`config.mk`:
```
export PLATFORM = sky130hd
export DESIGN_NAME = pe_controller
export DESIGN_NICKNAME = d
export VERILOG_FILES = /design/src/rtl/pe_con_pkg.sv /design/src/rtl/pe_mac.sv /design/src/rtl/pe_controller.sv
export SDC_FILE = /design/constraint.sdc
export NUM_CORES = 1
export LEC_CHECK = 0
export ABC_AREA = 1
export BUFFER_PORTS_ARGS = -buffer_cell sky130_fd_sc_hd__buf_2
export CORE_MARGIN = 2
export CORE_UTILIZATION = 50
export DETAILED_ROUTE_END_ITERATION = 10
export GPL_TIMING_DRIVEN = 0
export PLACE_DENSITY = 0.66
export SYNTH_ARGS = -nofsm -noshare
export SYNTH_HDL_FRONTEND = slang
export SYNTH_HIERARCHICAL = 1
export SYNTH_SLANG_ARGS = --single-unit
```
`constraint.sdc`:
```
create_clock -name aclk -period 6.3 [get_ports aclk]
set_input_delay 0.63 -clock aclk [delete_from_list [all_inputs] [get_ports aclk]]
set_output_delay 0.63 -clock aclk [all_outputs]
set_load 0.005 [all_outputs]
```
`src/rtl/pe_con_pkg.sv`:
```
`default_nettype none
// ============================================================================
// Package  : pe_con_pkg
// Brief    : Shared types and constants for the pe_controller dot-product PE:
//            controller state encoding, DONE window length and result width.
// Revision : 1.0 - initial release
// ============================================================================
package pe_con_pkg;

  // Controller states, explicitly 2 bits wide
  typedef enum logic [1:0] {
    ST_IDLE = 2'd0,
    ST_LOAD = 2'd1,
    ST_CALC = 2'd2,
    ST_DONE = 2'd3
  } pe_state_t;

  // Number of cycles the done flag stays high after a run
  localparam int DONE_CYCLES = 5;

  // Full-precision dot-product width: one product plus log2(N) growth bits
  function automatic int result_width(input int data_w, input int l_ram_size);
    return 2 * data_w + l_ram_size;
  endfunction

endpackage
`default_nettype wire

```
`src/rtl/pe_mac.sv`:
```
`default_nettype none
// ============================================================================
// Module   : pe_mac
// Brief    : Registered multiply-accumulate. Clear has priority over enable;
//            the accumulator is wide enough that it never overflows.
// Config   : PE_CON_SIGNED_EN - operands are two's complement and the product
//            is sign-extended into the accumulator (default: unsigned).
// Revision : 1.0 - initial release
// ============================================================================
module pe_mac #(
  parameter int DATA_W = 8,
  parameter int ACC_W  = 19
) (
  input  logic              aclk,
  input  logic              aresetn,
  input  logic              i_clr,
  input  logic              i_en,
  input  logic [DATA_W-1:0] i_a,
  input  logic [DATA_W-1:0] i_b,
  output logic [ACC_W-1:0]  o_acc
);

  logic [2*DATA_W-1:0] w_a_ext;
  logic [2*DATA_W-1:0] w_b_ext;
  logic [2*DATA_W-1:0] w_prod;
  logic [ACC_W-1:0]    w_prod_ext;
  logic [ACC_W-1:0]    r_acc;

`ifdef PE_CON_SIGNED_EN
  // Sign-extend operands; the low 2*DATA_W bits of the product are then exact
  assign w_a_ext    = {{DATA_W{i_a[DATA_W-1]}}, i_a};
  assign w_b_ext    = {{DATA_W{i_b[DATA_W-1]}}, i_b};
  assign w_prod     = w_a_ext * w_b_ext;
  assign w_prod_ext = {{(ACC_W-2*DATA_W){w_prod[2*DATA_W-1]}}, w_prod};
`else
  assign w_a_ext    = {{DATA_W{1'b0}}, i_a};
  assign w_b_ext    = {{DATA_W{1'b0}}, i_b};
  assign w_prod     = w_a_ext * w_b_ext;
  assign w_prod_ext = {{(ACC_W-2*DATA_W){1'b0}}, w_prod};
`endif

  // Accumulate one product per enabled cycle; clear starts a new sum
  always_ff @(posedge aclk or negedge aresetn) begin
    if (!aresetn) begin
      r_acc <= '0;
    end else if (i_clr) begin
      r_acc <= '0;
    end else if (i_en) begin
      r_acc <= r_acc + w_prod_ext;
    end
  end

  assign o_acc = r_acc;

endmodule
`default_nettype wire

```
`src/rtl/pe_controller.sv`:
```
`default_nettype none
// ============================================================================
// Module   : pe_controller
// Brief    : Dot-product processing element. On start, streams A (words
//            0..N-1) and B (words N..2N-1) from a 1-cycle-latency RAM into
//            local register files, accumulates sum(A[i]*B[i]) over N cycles,
//            then presents the result with a 5-cycle done window.
// Config   : PE_CON_SIGNED_EN - signed elements and result (default unsigned);
//            the option lives in pe_mac.
// Revision : 1.0 - initial release
// ============================================================================
module pe_controller
  import pe_con_pkg::*;
#(
  parameter int VECTOR_SIZE = 8,
  parameter int L_RAM_SIZE  = 3,
  parameter int DATA_W      = 8
) (
  input  logic                                         aclk,
  input  logic                                         aresetn,
  input  logic                                         start,
  input  logic [DATA_W-1:0]                            rddata,
  output logic [L_RAM_SIZE:0]                          rdaddr,
  output logic                                         done,
  output logic [result_width(DATA_W, L_RAM_SIZE)-1:0]  result
);

  localparam int c_RES_W  = result_width(DATA_W, L_RAM_SIZE);
  localparam int c_ADDR_W = L_RAM_SIZE + 1;
  // Counter spans 0..2N during LOAD, so one bit wider than the address
  localparam int c_CNT_W  = L_RAM_SIZE + 2;

  localparam logic [c_CNT_W-1:0] c_LOAD_LAST = c_CNT_W'(2 * VECTOR_SIZE);
  localparam logic [c_CNT_W-1:0] c_ADDR_LAST = c_CNT_W'(2 * VECTOR_SIZE - 1);
  localparam logic [c_CNT_W-1:0] c_CALC_LAST = c_CNT_W'(VECTOR_SIZE - 1);
  localparam logic [c_CNT_W-1:0] c_DONE_LAST = c_CNT_W'(DONE_CYCLES);

  pe_state_t            r_state;
  logic [c_CNT_W-1:0]   r_cnt;
  logic [DATA_W-1:0]    r_a_buf [VECTOR_SIZE];
  logic [DATA_W-1:0]    r_b_buf [VECTOR_SIZE];

  logic [c_ADDR_W-1:0]  w_word;
  logic                 w_mac_clr;
  logic                 w_mac_en;
  logic [DATA_W-1:0]    w_mac_a;
  logic [DATA_W-1:0]    w_mac_b;
  logic [c_RES_W-1:0]   w_acc;

  // RAM data arriving in LOAD cycle k belongs to word k-1
  assign w_word    = r_cnt[c_ADDR_W-1:0] - c_ADDR_W'(1);

  assign w_mac_clr = (r_state == ST_IDLE) && start;
  assign w_mac_en  = (r_state == ST_CALC);
  assign w_mac_a   = r_a_buf[r_cnt[L_RAM_SIZE-1:0]];
  assign w_mac_b   = r_b_buf[r_cnt[L_RAM_SIZE-1:0]];

  pe_mac #(
    .DATA_W (DATA_W),
    .ACC_W  (c_RES_W)
  ) u_mac (
    .aclk    (aclk),
    .aresetn (aresetn),
    .i_clr   (w_mac_clr),
    .i_en    (w_mac_en),
    .i_a     (w_mac_a),
    .i_b     (w_mac_b),
    .o_acc   (w_acc)
  );

  // Controller FSM with registered address, done and result outputs
  always_ff @(posedge aclk or negedge aresetn) begin
    if (!aresetn) begin
      r_state <= ST_IDLE;
      r_cnt   <= '0;
      rdaddr  <= '0;
      done    <= 1'b0;
      result  <= '0;
      for (int j = 0; j < VECTOR_SIZE; j++) begin
        r_a_buf[j] <= '0;
        r_b_buf[j] <= '0;
      end
    end else begin
      case (r_state)
        ST_IDLE: begin
          if (start) begin
            r_state <= ST_LOAD;
            r_cnt   <= '0;
          end
        end

        ST_LOAD: begin
          if (r_cnt != '0) begin
            if (w_word[L_RAM_SIZE]) begin
              r_b_buf[w_word[L_RAM_SIZE-1:0]] <= rddata;
            end else begin
              r_a_buf[w_word[L_RAM_SIZE-1:0]] <= rddata;
            end
          end
          if (r_cnt == c_LOAD_LAST) begin
            r_state <= ST_CALC;
            r_cnt   <= '0;
            rdaddr  <= '0;
          end else begin
            r_cnt <= r_cnt + c_CNT_W'(1);
            // Last address is held through the final capture cycle
            if (r_cnt < c_ADDR_LAST) begin
              rdaddr <= rdaddr + c_ADDR_W'(1);
            end
          end
        end

        ST_CALC: begin
          if (r_cnt == c_CALC_LAST) begin
            r_state <= ST_DONE;
            r_cnt   <= '0;
          end else begin
            r_cnt <= r_cnt + c_CNT_W'(1);
          end
        end

        ST_DONE: begin
          // First DONE cycle: the accumulator has settled, publish it
          if (r_cnt == '0) begin
            result <= w_acc;
            done   <= 1'b1;
          end
          if (r_cnt == c_DONE_LAST) begin
            done    <= 1'b0;
            r_state <= ST_IDLE;
            r_cnt   <= '0;
          end else begin
            r_cnt <= r_cnt + c_CNT_W'(1);
          end
        end

        default: begin
          r_state <= ST_IDLE;
          r_cnt   <= '0;
        end
      endcase
    end
  end

endmodule
`default_nettype wire

```
* Yosys cells after proc, flatten, opt, wreduce, memory -nomap -nowiden *
Index checks and enable logic that the tools add are counted.

word-level totals
  register bits = 178
  input port bits = 11
  output and inout port bits = 24

cells by class
  add/subtract/negate cells = 4
  $mul = 1
  magnitude comparators = 4
  equality and inequality tests = 10
  muxes and demuxes = 26
  bitwise logic cells = 3
  reduce and logical (&&, ||, !) cells = 14

operators with widths
  kind                                                                   number
  64-bit bitwise mux                                                     2
  8-bit binary-select mux with 3-bit select                              2
  8-bit 2-to-1 mux                                                       5
  19-bit 2-to-1 mux                                                      2
  8-bit demux with 3-bit select                                          1
  5-bit 2-to-1 mux                                                       4
  5-bit case mux with 4 select lines                                     1
  19-bit by 16-bit adder with 19-bit output                              1
  8-bit by 8-bit multiplier with 16-bit output                           1
  5-bit by 3-bit equality test with 1-bit output, second input constant  2
  4-bit greater-or-equal comparator, second input constant               2
  2-bit 2-to-1 mux                                                       4
  4-bit 2-to-1 mux                                                       2
  2-bit != test, second input constant                                   4
  3-bit inverter with 4-bit output                                       2
  2-bit case mux with 4 select lines                                     1
  2-bit AND reduction                                                    3
  3-bit AND reduction                                                    2
  2-bit nonzero test                                                     3
  5-bit by 1-bit adder with 5-bit output, second input constant          1
  5-bit equality test, second input constant                             1
  5-bit zero test                                                        1
  5-bit by 4-bit < comparator with 1-bit output, second input constant   1
  5-bit nonzero test                                                     1
  10 further kinds                                                       13

* Logic depth before layout (Yosys ltp) *
Gate-level depths: netlist of the first run.

  depth after elaboration = 8
  depth in mapped cells = 29

* Cells and area by module *
Netlist of the first run, hierarchy kept.

modules (own cells, without submodules)
  module         instances  cells an instance  area an instance (um2)  sequential area each (um2)
  pe_controller  1          1,010              7,822.5                 3,978.8
  pe_mac         1          515                3,667.3                 475.5

* Worst setup path after synthesis of the first run *
Ideal clock, no wire load.

  path type = register -> register
  from = register r_cnt[0]
  to = register u_mac.r_acc[18], in the netlist u_mac/o_acc[18]
  setup time = 0.119 ns
  data arrival time = 4.931 ns
  required time = 6.181 ns
  setup slack = 1.250 ns
  stages on the path, launching flop included = 27
  period minus slack after synthesis = 5.050 ns
  cell sequence = dfrtp_1 -> buf_2 -> inv_4 -> buf_2 -> clkbuf_1 -> nor2_1 -> o22ai_1 -> nand2_1 -> nand2_1 -> clkbuf_1 -> nand2_1 -> fa_1 -> fa_1 -> inv_1 -> fa_1 -> inv_1 -> fa_1 -> inv_1 -> ha_1 -> nand2_1 -> nand2_1 -> a21oi_4 -> nand2_2 -> nand2_1 -> nand2_1 -> a21oi_1 -> nor2_1

between the ends
  longest elaborated chain between the ends = 8
  elaborated cells on any way between the ends = 11

RTL lines
  item                                                    line                  text
  start: declaration                                      pe_controller.sv:39   logic [c_CNT_W-1:0] r_cnt;
  start signal: assignment                                pe_controller.sv:105  r_cnt <= r_cnt + c_CNT_W'(1);
  start signal: assignment                                pe_controller.sv:118  r_cnt <= r_cnt + c_CNT_W'(1);
  start signal: assignment                                pe_controller.sv:133  r_cnt <= r_cnt + c_CNT_W'(1);
  3-bit inverter with 4-bit output (implied by the code)  pe_controller.sv:56   assign w_mac_b = r_b_buf[r_cnt[L_RAM_SIZE-1:0]];
  8-bit binary-select mux with 3-bit select               pe_controller.sv:56
  8-bit 2-to-1 mux (implied by the code) (2 in series)    pe_controller.sv:56
  named net w_mac_b[6]                                    pe_controller.sv:47   logic [DATA_W-1:0] w_mac_b;
  8-bit by 8-bit multiplier with 16-bit output            pe_mac.sv:38          assign w_prod = w_a_ext * w_b_ext;
  19-bit by 16-bit adder with 19-bit output               pe_mac.sv:49          r_acc <= r_acc + w_prod_ext;
  19-bit 2-to-1 mux                                       pe_mac.sv:48          end else if (i_en) begin
  19-bit 2-to-1 mux                                       pe_mac.sv:46          end else if (i_clr) begin
  end signal: assignment                                  pe_mac.sv:49
  end: declaration                                        pe_mac.sv:27          logic [ACC_W-1:0] r_acc;

The timed path passes the listed nets, and every way through them passes these cells. The select of a mux whose other input is x is not followed.
A chain may end at the register's enable or synchronous reset.

* Final worst setup path of the first run *
  from = register r_cnt[0]
  to = register u_mac.r_acc[9], in the netlist u_mac/o_acc[9]

between the ends
  longest elaborated chain between the ends = 8
  elaborated cells on any way between the ends = 11

RTL lines
  item                                                    line                 text
  3-bit inverter with 4-bit output (implied by the code)  pe_controller.sv:55  assign w_mac_a = r_a_buf[r_cnt[L_RAM_SIZE-1:0]];
  8-bit binary-select mux with 3-bit select               pe_controller.sv:55
  8-bit 2-to-1 mux (implied by the code) (2 in series)    pe_controller.sv:55
  named net w_mac_a[5]                                    pe_controller.sv:46  logic [DATA_W-1:0] w_mac_a;
  8-bit by 8-bit multiplier with 16-bit output            pe_mac.sv:38
  19-bit by 16-bit adder with 19-bit output               pe_mac.sv:49
  19-bit 2-to-1 mux                                       pe_mac.sv:48
  19-bit 2-to-1 mux                                       pe_mac.sv:46

The timed path passes the listed nets, and every way through them passes these cells. The select of a mux whose other input is x is not followed.

==> results of run 1 <==
[stage by stage]
stage,hold slack [ns],cells,util,setup WS (ns),instance area (um^2)
CTS,0.1936,1869,0.5595,0.2587,12630
finish,0.1778,1870,0.5599,0.3630,12640
global route,0.2270,1870,0.5599,0.04891,12640
detailed placement,0.4606,1837,0.5323,0.3070,12010
global placement,0.4563,1836,0.5306,0.3697,11980
floorplan,0.3344,1525,-,1.250,11490
[worst max-delay path, delay by kind of cell, from the launching register on]
kind,cells,cell delay [ns]
adders and majority gates,5,2.39
and+or+nand+nor,6,0.67
DFF,1,0.41
buffers and inverters,7,1.34
AOI/OAI and AO/OA,6,1.04
[flip-flops by register name, summed over array words and instances (netlist names)]
register     flops
r_a_buf         64
r_cnt            5
r_b_buf         64
result          19
u_mac/o_acc     19
rdaddr           4
done             1
r_state          2
[how the worst max path moves through the flow]
stage / cells past startpoint / end / from
3_3_place_gp: 25 / u_mac/o_acc[18] / r_cnt[0]
4_1_cts: 25 / u_mac/o_acc[18] / r_cnt[0]
3_5_place_dp: 25 / u_mac/o_acc[18] / r_cnt[0]
5_1_grt: 24 / u_mac/o_acc[9] / r_cnt[0]
2_1_floorplan: 26 / u_mac/o_acc[18] / r_cnt[0]
6_report: 24 / u_mac/o_acc[9] / r_cnt[0]
[final cells by class]
| type | instances | area (um^2) |
|---|---|---|
| Fill cell | 2159 | 9933 |
| Multi-Input combinational cell | 1063 | 5903 |
| Antenna cell | 1 | 2.502 |
| Clock buffer | 17 | 425.4 |
| Tap cell | 285 | 356.6 |
| Timing Repair Buffer | 27 | 167.7 |
| Clock inverter | 15 | 188.9 |
| Sequential cell | 178 | 4454 |
| Buffer | 83 | 369.1 |
| Inverter | 201 | 770.7 |
[metal layers]
layer / routed length [um] / track usage / share of wire
met1: 13860 / 0.3695 / 0.44
met2: 14570 / 0.4418 / 0.47
met3: 1835 / 0.04611 / 0.059
met4: 976 / 0.1175 / 0.031
met5: 0 / 0 / 0
[placed cells by master, fill, tap and decap left out, types with 3 or more instances in the layout]
cell type	n
nand2_1	510
clkbuf_1	44
nor2_2	11
buf_2	47
o21ai_0	105
buf_1	5
nand3_1	160
nor3_1	3
clkbuf_2	6
inv_6	3
nand3_2	12
a21oi_1	15
clkinv_8	4
nor2_1	85
inv_2	4
o22ai_1	33
clkinv_4	3
ha_1	51
xor2_1	3
nand2_2	8
inv_8	3
fa_1	50
dfrtp_1	178
buf_4	6
clkbuf_16	17
inv_1	195
nand3b_1	4
[kinds of logic (layout without fill, tap and decap cells)]
| logic type | after synthesis | in the layout | share of synthesized area |
|---|---|---|---|
| buffers and inverters | 284 | 343 | 0.09855 |
| other | 0 | 1 | 0 |
| and+or+nand+nor | 799 | 799 | 0.2934 |
| DFF | 178 | 178 | 0.3877 |
| adders and majority gates | 101 | 101 | 0.1427 |
| xor gates and xnor gates | 4 | 4 | 0.003050 |
| AOI/OAI and AO/OA | 159 | 159 | 0.07470 |
==> impl_results.md, run 1 <==
- Max_slew headroom: 0.4340
- Critical-path cell list: buf_2 > inv_4 > clkbuf_1 > o21ai_0 > o22ai_1 > nand2_1 > nand2_1 > clkbuf_1 > nand2_1 > fa_1 > inv_1 > fa_1 > inv_1 > fa_1 > fa_1 > inv_1 > ha_1 > a21oi_1 > nand2_2 > nand2_1 > nand2_1 > a21oi_1 > o21ai_0 > o21ai_0
- Max incr delay on CP: 0.55 ns
- Row Count: 55
- Number of global-route vias before repair: 10,300
- Yosys warns: 6
- Synthesis-to-finish area growth: 9.997%
- Clock Path Buffers: 2
- # DRC: 0
- IO Port Bufs: 26
- Root Buffer: clkbuf_16
- Required @ worst endpoint: about 6.7 ns
- Starting DRT DRC Count: 834
- Largest net degree at the start of global routing: 100
- Setup Buffers After CTS: 0
- Antenna violations before repair: 1
- Final hold vios: 0
- FF-to-FF Start: r_cnt[0]
- Synth Flop Type: dfrtp_1
- Reg-to-Reg End: u_mac/o_acc[9]
- Netlist cell types: 34
- Post-route setup TNS: 0 ns
- CTS tree: yes
- Initial Util: 0.5090
- Most common cell in the netlist: nand2_1
- Worst Tran Pin Value: 0.8491 ns
- Total core area: 0.02257 mm^2
- Slew Viols, Final: 0
- Top-area cell type share of the netlist area: 0.3877
- Gr usage total: 0.2746
- Biggest area consumer among synthesized cells: dfrtp_1
- Max Fclk: 0.1684 GHz
- Post-synthesis sequential area ratio: 0.3877
- R2R depth: 24
- Clock Skews: 0.01606 ns
- Post-synth ARST share: 1.000
- Dpl hpwl: 22.48 mm
- RSZ-0062 raised after global routing: false
- CP dominant cell by count: nand2_1
- Total Wirelength: approximately 31 mm
- Clock Latency Late Sink: approximately 0.45 ns
- Synth Instances: 1,525
- Die outline height: about 160 um
- CP max stage cell: fa_1
- Count of final setup violators: 0
- Total I/O pin count: 35
- EDFF count, synth: 0
- GR Overflow Total: 0
- H-tree Lvls: 4
- Share of cells above drive strength 1: 0.08523
- First-pass GRT wire length: about 52 mm
- Total CTS buffers: 17
- Drt pass-1 iters: 5
- Avg WL per Cell: 16.71 um
- R2R Setup Slk: 0.36 ns
- Crit Path Class: reg2reg
- Total die area: 0.02421 mm^2
- CTS clk-pin slew, worst paths: 0.07 ns
- Cts hold-fix bufs: 0
- Clock sink total: around 180
- Post-layout min period: 5.937 ns
- Status: finished, final reports clean
- Via count: 10,090
- Final net count: between 1,500 and 2,000
- Mean Syn Cell Area: 7.534 um^2
- GPL Wtd Cong: 0.8874
- Netlist Area Pre-Place: 0.01149 mm^2
- Register bit total from synthesis: 178
- Ranking of synthesized cells by area: dfrtp_1 39%, nand2_1 17%, fa_1 8.7%, nand3_1 7.0%, inv_1 6.4%
- Remaining antenna violation count: 0
- Maxcap violations: 0
- Worst EP arrival: 6.29 ns
- Worst min path class: in2async
- Final worst-path cycle share: 0.9424
- CP Max Fanout: 10
- Horiz. Die Dim: 155.6 um
- Post_cts resized: 0
- Worst setup EP type: flop
- Post-synth top cells: 510 x nand2_1, 195 x inv_1, 178 x dfrtp_1
- CP startpoint kind: flop
- Routed vias/inst: ~5.4
- Mapped Nets: 1,637
Power of run 1 is not shown: default switching activity piles up to over one toggle a cycle in this logic, so the estimate is an artifact.
==> inputs of run 2 (changes only) <==
--- a/config.mk
+++ b/config.mk
@@ -14,5 +14,4 @@
 export PLACE_DENSITY = 0.66
 export SYNTH_ARGS = -nofsm -noshare
 export SYNTH_HDL_FRONTEND = slang
-export SYNTH_HIERARCHICAL = 1
 export SYNTH_SLANG_ARGS = --single-unit
==> constraint.sdc (replaced) <==
create_clock -name aclk -period 6.3 [get_ports aclk]
set_input_delay 0.315 -clock aclk [delete_from_list [all_inputs] [get_ports aclk]]
set_output_delay 0.315 -clock aclk [all_outputs]
set_load 0.005 [all_outputs]
==> impl_results.md, run 2 <==
- Post-layout min period: 5.887 ns (was 5.937 ns)
- Ranking of synthesized cells by area: dfrtp_1 41%, nand2_1 10%, fa_1 9.2%, o21ai_0 7.7%, inv_1 6.4% (was dfrtp_1 39%, nand2_1 17%, fa_1 8.7%, nand3_1 7.0%, inv_1 6.4%)
- Worst setup margin: 0.4129 ns (was 0.3630 ns)
- Slew Viols, Final: 0 (unchanged)
- Post-synth ARST share: 1.000 (unchanged)
- WP depth: 23 (was 24)
- Post-synth top cells: 303 x nand2_1, 185 x inv_1, 178 x dfrtp_1 (was 510 x nand2_1, 195 x inv_1, 178 x dfrtp_1)
- Remaining antenna violation count: 0 (unchanged)
- CTS tree: yes (unchanged)
- CP startpoint kind: flop (unchanged)
- Crit Path Class: reg2reg (unchanged)
- Yosys warns: 0 (was 6)
- Total I/O pin count: 35 (unchanged)
- Top-area cell type share of the netlist area: 0.4106 (was 0.3877)
- Clock Skews: 0.01863 ns (was 0.01606 ns)
- Clock sink total: 178 (unchanged)
- Final std cells w/o fill: 1,654 (was 1,870)
- Final worst-path cycle share: 0.9345 (was 0.9424)
- GPL Wtd Cong: 0.8990 (was 0.8874)
- Horiz. Die Dim: 151.3 um (was 155.6 um)
- RSZ-0062 raised after global routing: false (unchanged)
- Synthesis-to-finish area growth: 10.35% (was 9.997%)
- Total core area: 0.02115 mm^2 (was 0.02257 mm^2)
- R2R Setup Slk: 0.41 ns (was 0.36 ns)
- Register bit total from synthesis: 178 (unchanged)
- Dpl hpwl: 21.33 mm (was 22.48 mm)
- Starting DRT DRC Count: 697 (was 834)
- FF-to-FF Start: r_cnt[1] (was r_cnt[0])
- Synth Flop Type: dfrtp_1 (unchanged)
- Hold EP: u_mac.o_acc[18]
- Drt pass-1 iters: 8 (was 5)
- CP max stage cell: fa_1 (unchanged)
- Total Wirelength: 28.44 mm (was 31.24 mm)
- Crit path launch: r_cnt[1] (was r_cnt[0])
- Worst Path Buf+Inv: 6 (was 7)
- Share of cells above drive strength 1: 0.1088 (was 0.08523)
- Setup Buffers After CTS: 0 (unchanged)
- Worst setup EP type: flop (unchanged)
- Clock Path Buffers: 2 (unchanged)
- Worst EP arrival: 6.22 ns (was 6.29 ns)
- HP Start: start
- GR Overflow Total: 0 (unchanged)
- Mapped Nets: 1,425 (was 1,637)
- Die outline height: 151.3 um (was 155.6 um)
- CP Max Fanout: 10 (unchanged)
- Antenna fix cells: 0 (was 1)
- IO Port Bufs: 34 (was 26)
- Avg WL per Cell: 17.20 um (was 16.71 um)
- Number of global-route vias before repair: 8,678 (was 10,300)
- Top flop regs: r_a_buf: 64 flops, r_b_buf: 64 flops (unchanged)
- Total CTS buffers: 17 (unchanged)
- Total die area: 0.02289 mm^2 (was 0.02421 mm^2)
- Final net count: 1,480 (was 1,683)
- H-tree Lvls: 4 (unchanged)
- Row Count: 53 (was 55)
- Required @ worst endpoint: 6.63 ns (was 6.65 ns)
- # DRC: 0 (unchanged)
- Max Fclk: 0.1699 GHz (was 0.1684 GHz)
- Netlist cell types: 32 (was 34)
- Mean Syn Cell Area: 8.262 um^2 (was 7.534 um^2)
- Fillers: 1,954 (was 2,159)
- Post-synthesis sequential area ratio: 0.4106 (was 0.3877)
- Largest net degree at the start of global routing: 123 (was 100)
- CP dominant cell by count: nand2_1 (unchanged)
- Worst min path class: in2reg (was in2async)
- EDFF count, synth: 0 (unchanged)
- Root Buffer: clkbuf_16 (unchanged)
- Commonest non-fill, non-tap cells in the layout: 303 x nand2_1, 185 x inv_1, 178 x dfrtp_1, 165 x o21ai_0, 134 x nor2_1 (was 510 x nand2_1, 195 x inv_1, 178 x dfrtp_1, 160 x nand3_1, 105 x o21ai_0)
- Routed vias/inst: 5.386 (was 5.394)
- Critical-path cell list: inv_2 > clkbuf_1 > o21ai_0 > o22ai_1 > inv_1 > o21ai_1 > inv_1 > nor2_1 > fa_1 > fa_1 > fa_1 > inv_1 > fa_1 > inv_1 > ha_1 > nand2_1 > nand2_1 > a21oi_1 > nand2_1 > nand2_1 > nand2_1 > a21oi_1 > nor2_1 (was buf_2 > inv_4 > clkbuf_1 > o21ai_0 > o22ai_1 > nand2_1 > nand2_1 > clkbuf_1 > nand2_1 > fa_1 > inv_1 > fa_1 > inv_1 > fa_1 > fa_1 > inv_1 > ha_1 > a21oi_1 > nand2_2 > nand2_1 > nand2_1 > a21oi_1 > o21ai_0 > o21ai_0)
- Antenna violations before repair: 0 (was 1)
- Max_slew headroom: 0.4512 (was 0.4340)
- Biggest area consumer among synthesized cells: dfrtp_1 (unchanged)
- Synth Instances: 1,313 (was 1,525)
- Clock Latency Late Sink: 0.44 ns (was 0.45 ns)
- Post-route setup TNS: 0 ns (unchanged)
- R2R depth: 23 (was 24)
- Netlist Area Pre-Place: 0.01085 mm^2 (was 0.01149 mm^2)
- Hold Path Depth: 4
- Worst Tran Pin Value: 0.8231 ns (was 0.8491 ns)
- First-pass GRT wire length: 46.22 mm (was 52.26 mm)
- Maxcap violations: 0 (unchanged)
- CP delay by family, top: adder cells (unchanged)
- DP Cell Count: 1,623 (was 1,837)
- Max incr delay on CP: 0.56 ns (was 0.55 ns)
- Via count: 8,908 (was 10,090)
- Gr usage total: 0.2635 (was 0.2746)
- Final hold vios: 0 (unchanged)
- Initial Util: 0.5128 (was 0.5090)
- Reg-to-Reg End: u_mac.o_acc[18] (was u_mac/o_acc[9])
- Most common cell in the netlist: nand2_1 (unchanged)
- Placement Setup Slack: 0.3666 ns (was 0.3070 ns)
- Count of final setup violators: 0 (unchanged)
- CTS clk-pin slew, worst paths: 0.07 ns (about the same)
- Commonest non-fill, non-tap cell in the layout: nand2_1 (unchanged)
- Status: finished, final reports clean (unchanged)
-- run 2: cell count changes after synthesis, sizes merged, moves of 3 or more --
cell / before / now
o21ai: 107 / 244
mux2: 0 / 5
clkbuf: 49 / 28
inv: 200 / 187
nor2: 98 / 135
nand2: 518 / 311
buf: 34 / 27
o22ai: 33 / 36
nand3: 172 / 22
-- run 2: logic make-up (layout without fill, tap and decap cells) --
kind of cell / after synthesis / after routing / share of synthesized area
and+or+nand+nor: 478 / 478 / 0.1772
adders and majority gates: 101 / 101 / 0.1511
buffers and inverters: 243 / 309 / 0.09239
xor gates and xnor gates: 6 / 6 / 0.005537
AOI/OAI and AO/OA: 302 / 302 / 0.1580
muxes: 5 / 5 / 0.005190
DFF: 178 / 178 / 0.4106
-- run 2: what timing repair did --
item / in CTS / in global routing
endpoints found under the hold margin: 56 / 0
hold buffers: 1 / 0
resized for setup: 0 / 3
setup endpoints to repair: 0 / 8
-- run 2: worst max-delay path by stage --
stage | end | slack, ns
2_1_floorplan | u_mac.o_acc[18] | 1.55
3_5_place_dp | u_mac.o_acc[18] | 0.37
4_1_cts | u_mac.o_acc[18] | 0.37
6_report | u_mac.o_acc[18] | 0.41
5_1_grt | u_mac.o_acc[18] | 0.06
3_3_place_gp | u_mac.o_acc[18] | 0.46
-- run 2: tightest hold or removal path: stages --
cell     delay, ns
buf_2         0.09
nand2_1       0.06
nand2_1       0.06
nor2_1        0.03
-- run 2: routing by layer --
| metal | routed length (um) | global-route usage | vias to the layer above |
|---|---|---|---|
| li1 | - | - | 4284 |
| met5 | 0 | 0 | - |
| met1 | 12800 | 0.3549 | 4333 |
| met2 | 13830 | 0.4529 | 256 |
| met4 | 401 | 0.06028 | 0 |
| met3 | 1416 | 0.03675 | 35 |
-- run 2: layout make-up --
cell class | instances | area (um^2) | area share
clock inverter | 12 | 123.9 | 0.01035
sequential | 178 | 4454 | 0.3721
timing repair buffer | 36 | 217.7 | 0.01819
clock buffer | 18 | 429.2 | 0.03585
multi-input combinational | 892 | 5399 | 0.4510
inverter | 188 | 705.7 | 0.05895
buffer | 55 | 296.5 | 0.02477
tap | 275 | 344.1 | 0.02874
-- run 2: stage by stage --
step / util / area [um^2] / hold slack [ns]
finish: 0.5659 / 11970 / 0.1599
global route: 0.5659 / 11970 / 0.1929
CTS: 0.5655 / 11960 / 0.1459
detailed placement: 0.5389 / 11400 / 0.2698
global placement: 0.5371 / 11360 / 0.4589
floorplan: - / 10850 / 0.01941
Power of run 2 is left out for the same reason.
==> inputs of run 3 (changes only) <==
--- a/config.mk
+++ b/config.mk
@@ -8,10 +8,10 @@
 export ABC_AREA = 1
 export BUFFER_PORTS_ARGS = -buffer_cell sky130_fd_sc_hd__buf_2
 export CORE_MARGIN = 2
-export CORE_UTILIZATION = 50
+export CORE_UTILIZATION = 40
+export CTS_CLUSTER_SIZE = 12
 export DETAILED_ROUTE_END_ITERATION = 10
 export GPL_TIMING_DRIVEN = 0
-export PLACE_DENSITY = 0.66
 export SYNTH_ARGS = -nofsm -noshare
 export SYNTH_HDL_FRONTEND = slang
 export SYNTH_SLANG_ARGS = --single-unit
==> constraint.sdc (replaced) <==
create_clock -name aclk -period 5 [get_ports aclk]
set_input_delay 0.25 -clock aclk [delete_from_list [all_inputs] [get_ports aclk]]
set_output_delay 0.25 -clock aclk [all_outputs]
set_load 0.005 [all_outputs]
==> impl_results.md, run 3 (synthesis gave the netlist of run 2 again) <==
- Required @ worst endpoint: 5.34 ns (was 6.63 ns)
- Routed vias/inst: 5.189 (was 5.386)
- Total core area: 0.02680 mm^2 (was 0.02115 mm^2)
- Final worst-path cycle share: 0.9796 (was 0.9345)
- Commonest non-fill, non-tap cell in the layout: nand2_1 (unchanged)
- Antenna violations before repair: 0 (unchanged)
- RSZ-0062 raised after global routing: true (was false)
- Placement Setup Slack: -1.034 ns (was 0.3666 ns)
- Final hold vios: 0 (unchanged)
- Final std cells w/o fill: 1,773 (was 1,654)
- Worst Tran Pin Value: 0.8020 ns (was 0.8231 ns)
- Initial Util: 0.4048 (was 0.5128)
- Row Count: 60 (was 53)
- Max Fclk: 0.2042 GHz (was 0.1699 GHz)
- Total die area: 0.02845 mm^2 (was 0.02289 mm^2)
- Remaining antenna violation count: 0 (unchanged)
- Count of final setup violators: 0 (unchanged)
- Clock sink total: 178 (unchanged)
- Share of cells above drive strength 1: 0.2430 (was 0.1088)
- H-tree Lvls: 4 (unchanged)
- Crit Path Class: reg2reg (unchanged)
- Maxcap violations: 0 (unchanged)
- CP startpoint kind: flop (unchanged)
- GR Overflow Total: 0 (unchanged)
- Slew Viols, Final: 0 (unchanged)
- Total Wirelength: 31.49 mm (was 28.44 mm)
- Dpl hpwl: 21.96 mm (was 21.33 mm)
- Synthesis-to-finish area growth: 23.44% (was 10.35%)
- Die outline height: 168.7 um (was 151.3 um)
- Gr usage total: 0.2202 (was 0.2635)
- Worst EP arrival: 5.24 ns (was 6.22 ns)
- Clock Path Buffers: 2 (unchanged)
- Worst setup EP type: flop (unchanged)
- Top flop regs: r_a_buf: 64 flops, r_b_buf: 64 flops (unchanged)
- Horiz. Die Dim: 168.7 um (was 151.3 um)
- Drt pass-1 iters: 5 (was 8)
- First-pass GRT wire length: 48.36 mm (was 46.22 mm)
- Commonest non-fill, non-tap cells in the layout: 281 x nand2_1, 176 x dfrtp_1, 158 x inv_1, 137 x o21ai_0, 107 x nor2_1 (was 303 x nand2_1, 185 x inv_1, 178 x dfrtp_1, 165 x o21ai_0, 134 x nor2_1)
- # DRC: 0 (unchanged)
- Total I/O pin count: 35 (unchanged)
- Total CTS buffers: 17 (unchanged)
- CTS clk-pin slew, worst paths: 0.08 ns (was 0.07 ns)
- Worst min path class: in2reg (unchanged)
- Reg area: 0.004457 mm^2 (was 0.004454 mm^2)
- CTS tree: yes (unchanged)
- Number of global-route vias before repair: 8,969 (was 8,678)
- Starting DRT DRC Count: 642 (was 697)
- IO Port Bufs: 34 (unchanged)
- Max_slew headroom: 0.4653 (was 0.4512)
- Root Buffer: clkbuf_16 (unchanged)
- Post-layout min period: 4.898 ns (was 5.887 ns)
- DP Cell Count: 1,689 (was 1,623)
- Area of the multi-input gates: 0.005941 mm^2 (was 0.005399 mm^2)
- Avg WL per Cell: 17.76 um (was 17.20 um)
- Clock Latency Late Sink: 0.46 ns (was 0.44 ns)
- Antenna fix cells: 0 (unchanged)
- Status: finished, final reports clean (unchanged)
- CP Max Fanout: 6 (was 10)
- Fillers: 2,474 (was 1,954)
- Final net count: 1,531 (was 1,480)
- Worst setup margin: 0.1020 ns (was 0.4129 ns)
- Largest net degree at the start of global routing: 115 (was 123)
- GPL Wtd Cong: 0.8930 (was 0.8990)
- Via count: 9,200 (was 8,908)
- Clock Skews: 0.01658 ns (was 0.01863 ns)
==> run 3: cell types whose count changed in the layout (fill, tap and decap cells not counted), moves of 19 or more <==
cell,previous run,this run
buf_4,1,47
o21ai_0,165,137
inv_1,185,158
nor2_1,134,107
nand2_1,303,281
nand2_2,0,20
nor2_2,0,19
==> run 3: layer usage <==
metal,share of wire,up-vias,track usage
met5,0,-,0
met4,0.036,0,0.08583
met3,0.050,67,0.03227
met2,0.49,301,0.3731
met1,0.43,4431,0.2855
li1,-,4401,-
==> run 3: critical path, cell delays in order, from the launching register on <==
cell	delay [ns]
dfrtp_2	0.46
clkbuf_16	0.19
clkinv_8	0.07
buf_8	0.13
o21ai_1	0.06
o22ai_1	0.17
inv_2	0.10
o21ai_4	0.23
inv_4	0.10
buf_4	0.16
nor2_4	0.09
fa_1	0.45
fa_2	0.54
inv_1	0.05
fa_2	0.43
fa_1	0.49
inv_1	0.06
ha_4	0.29
nand2_1	0.07
inv_2	0.08
nand2_1	0.08
nor3_2	0.11
nand2_1	0.11
nand2_1	0.07
nand2_1	0.04
nand3_1	0.09
nand2_1	0.06
==> run 3: layout make-up <==
cell class                 count  share of cell area
buffer                        54             0.03766
clock buffer                  17             0.03177
clock inverter                15             0.01252
inverter                     188             0.05597
multi-input combinational    892              0.4437
sequential                   178              0.3328
tap                          341             0.03186
timing repair buffer          87             0.05251
timing repair inverter         1            0.001215
==> run 3: repair_timing <==
action,4_1_cts,5_1_grt
endpoints found under the hold margin,64,0
endpoints found under the setup margin,15,13
hold buffers,1,0
buffers inserted,17,29
pin swaps,12,66
resized for setup,118,168
cloned,0,6
==> run 3: through the flow <==
step | utilization | hold WS, ns | TNS, ns | instance area [um^2]
after floorplan | - | -0.04559 | 0 | 10850
after global placement | 0.4270 | 0.4596 | -9.977 | 11440
after detailed placement | 0.4284 | 0.2390 | -11.52 | 11480
after CTS | 0.4708 | 0.07370 | 0 | 12620
after global routing | 0.4996 | 0.1178 | -0.2616 | 13390
final | 0.4996 | 0.08156 | 0 | 13390
==> run 3: final timing paths <==
| path | slack (ns) | cells after the start | endpoint | from |
|---|---|---|---|---|
| min reg2reg | 0.48 | 2 | r_b_buf[48] | r_b_buf[48] |
| max reg2reg | 0.10 | 26 | u_mac.o_acc[16] | r_cnt[0] |
| min | 0.08 | 4 | u_mac.o_acc[18] | start |
| max | 0.10 | 26 | u_mac.o_acc[16] | r_cnt[0] |
| min in group asynchronous | 0.34 | 2 | result[15] | aresetn |
| max in group asynchronous | 3.66 | 3 | r_b_buf[44] | aresetn |
Power of run 3 is left out for the same reason.
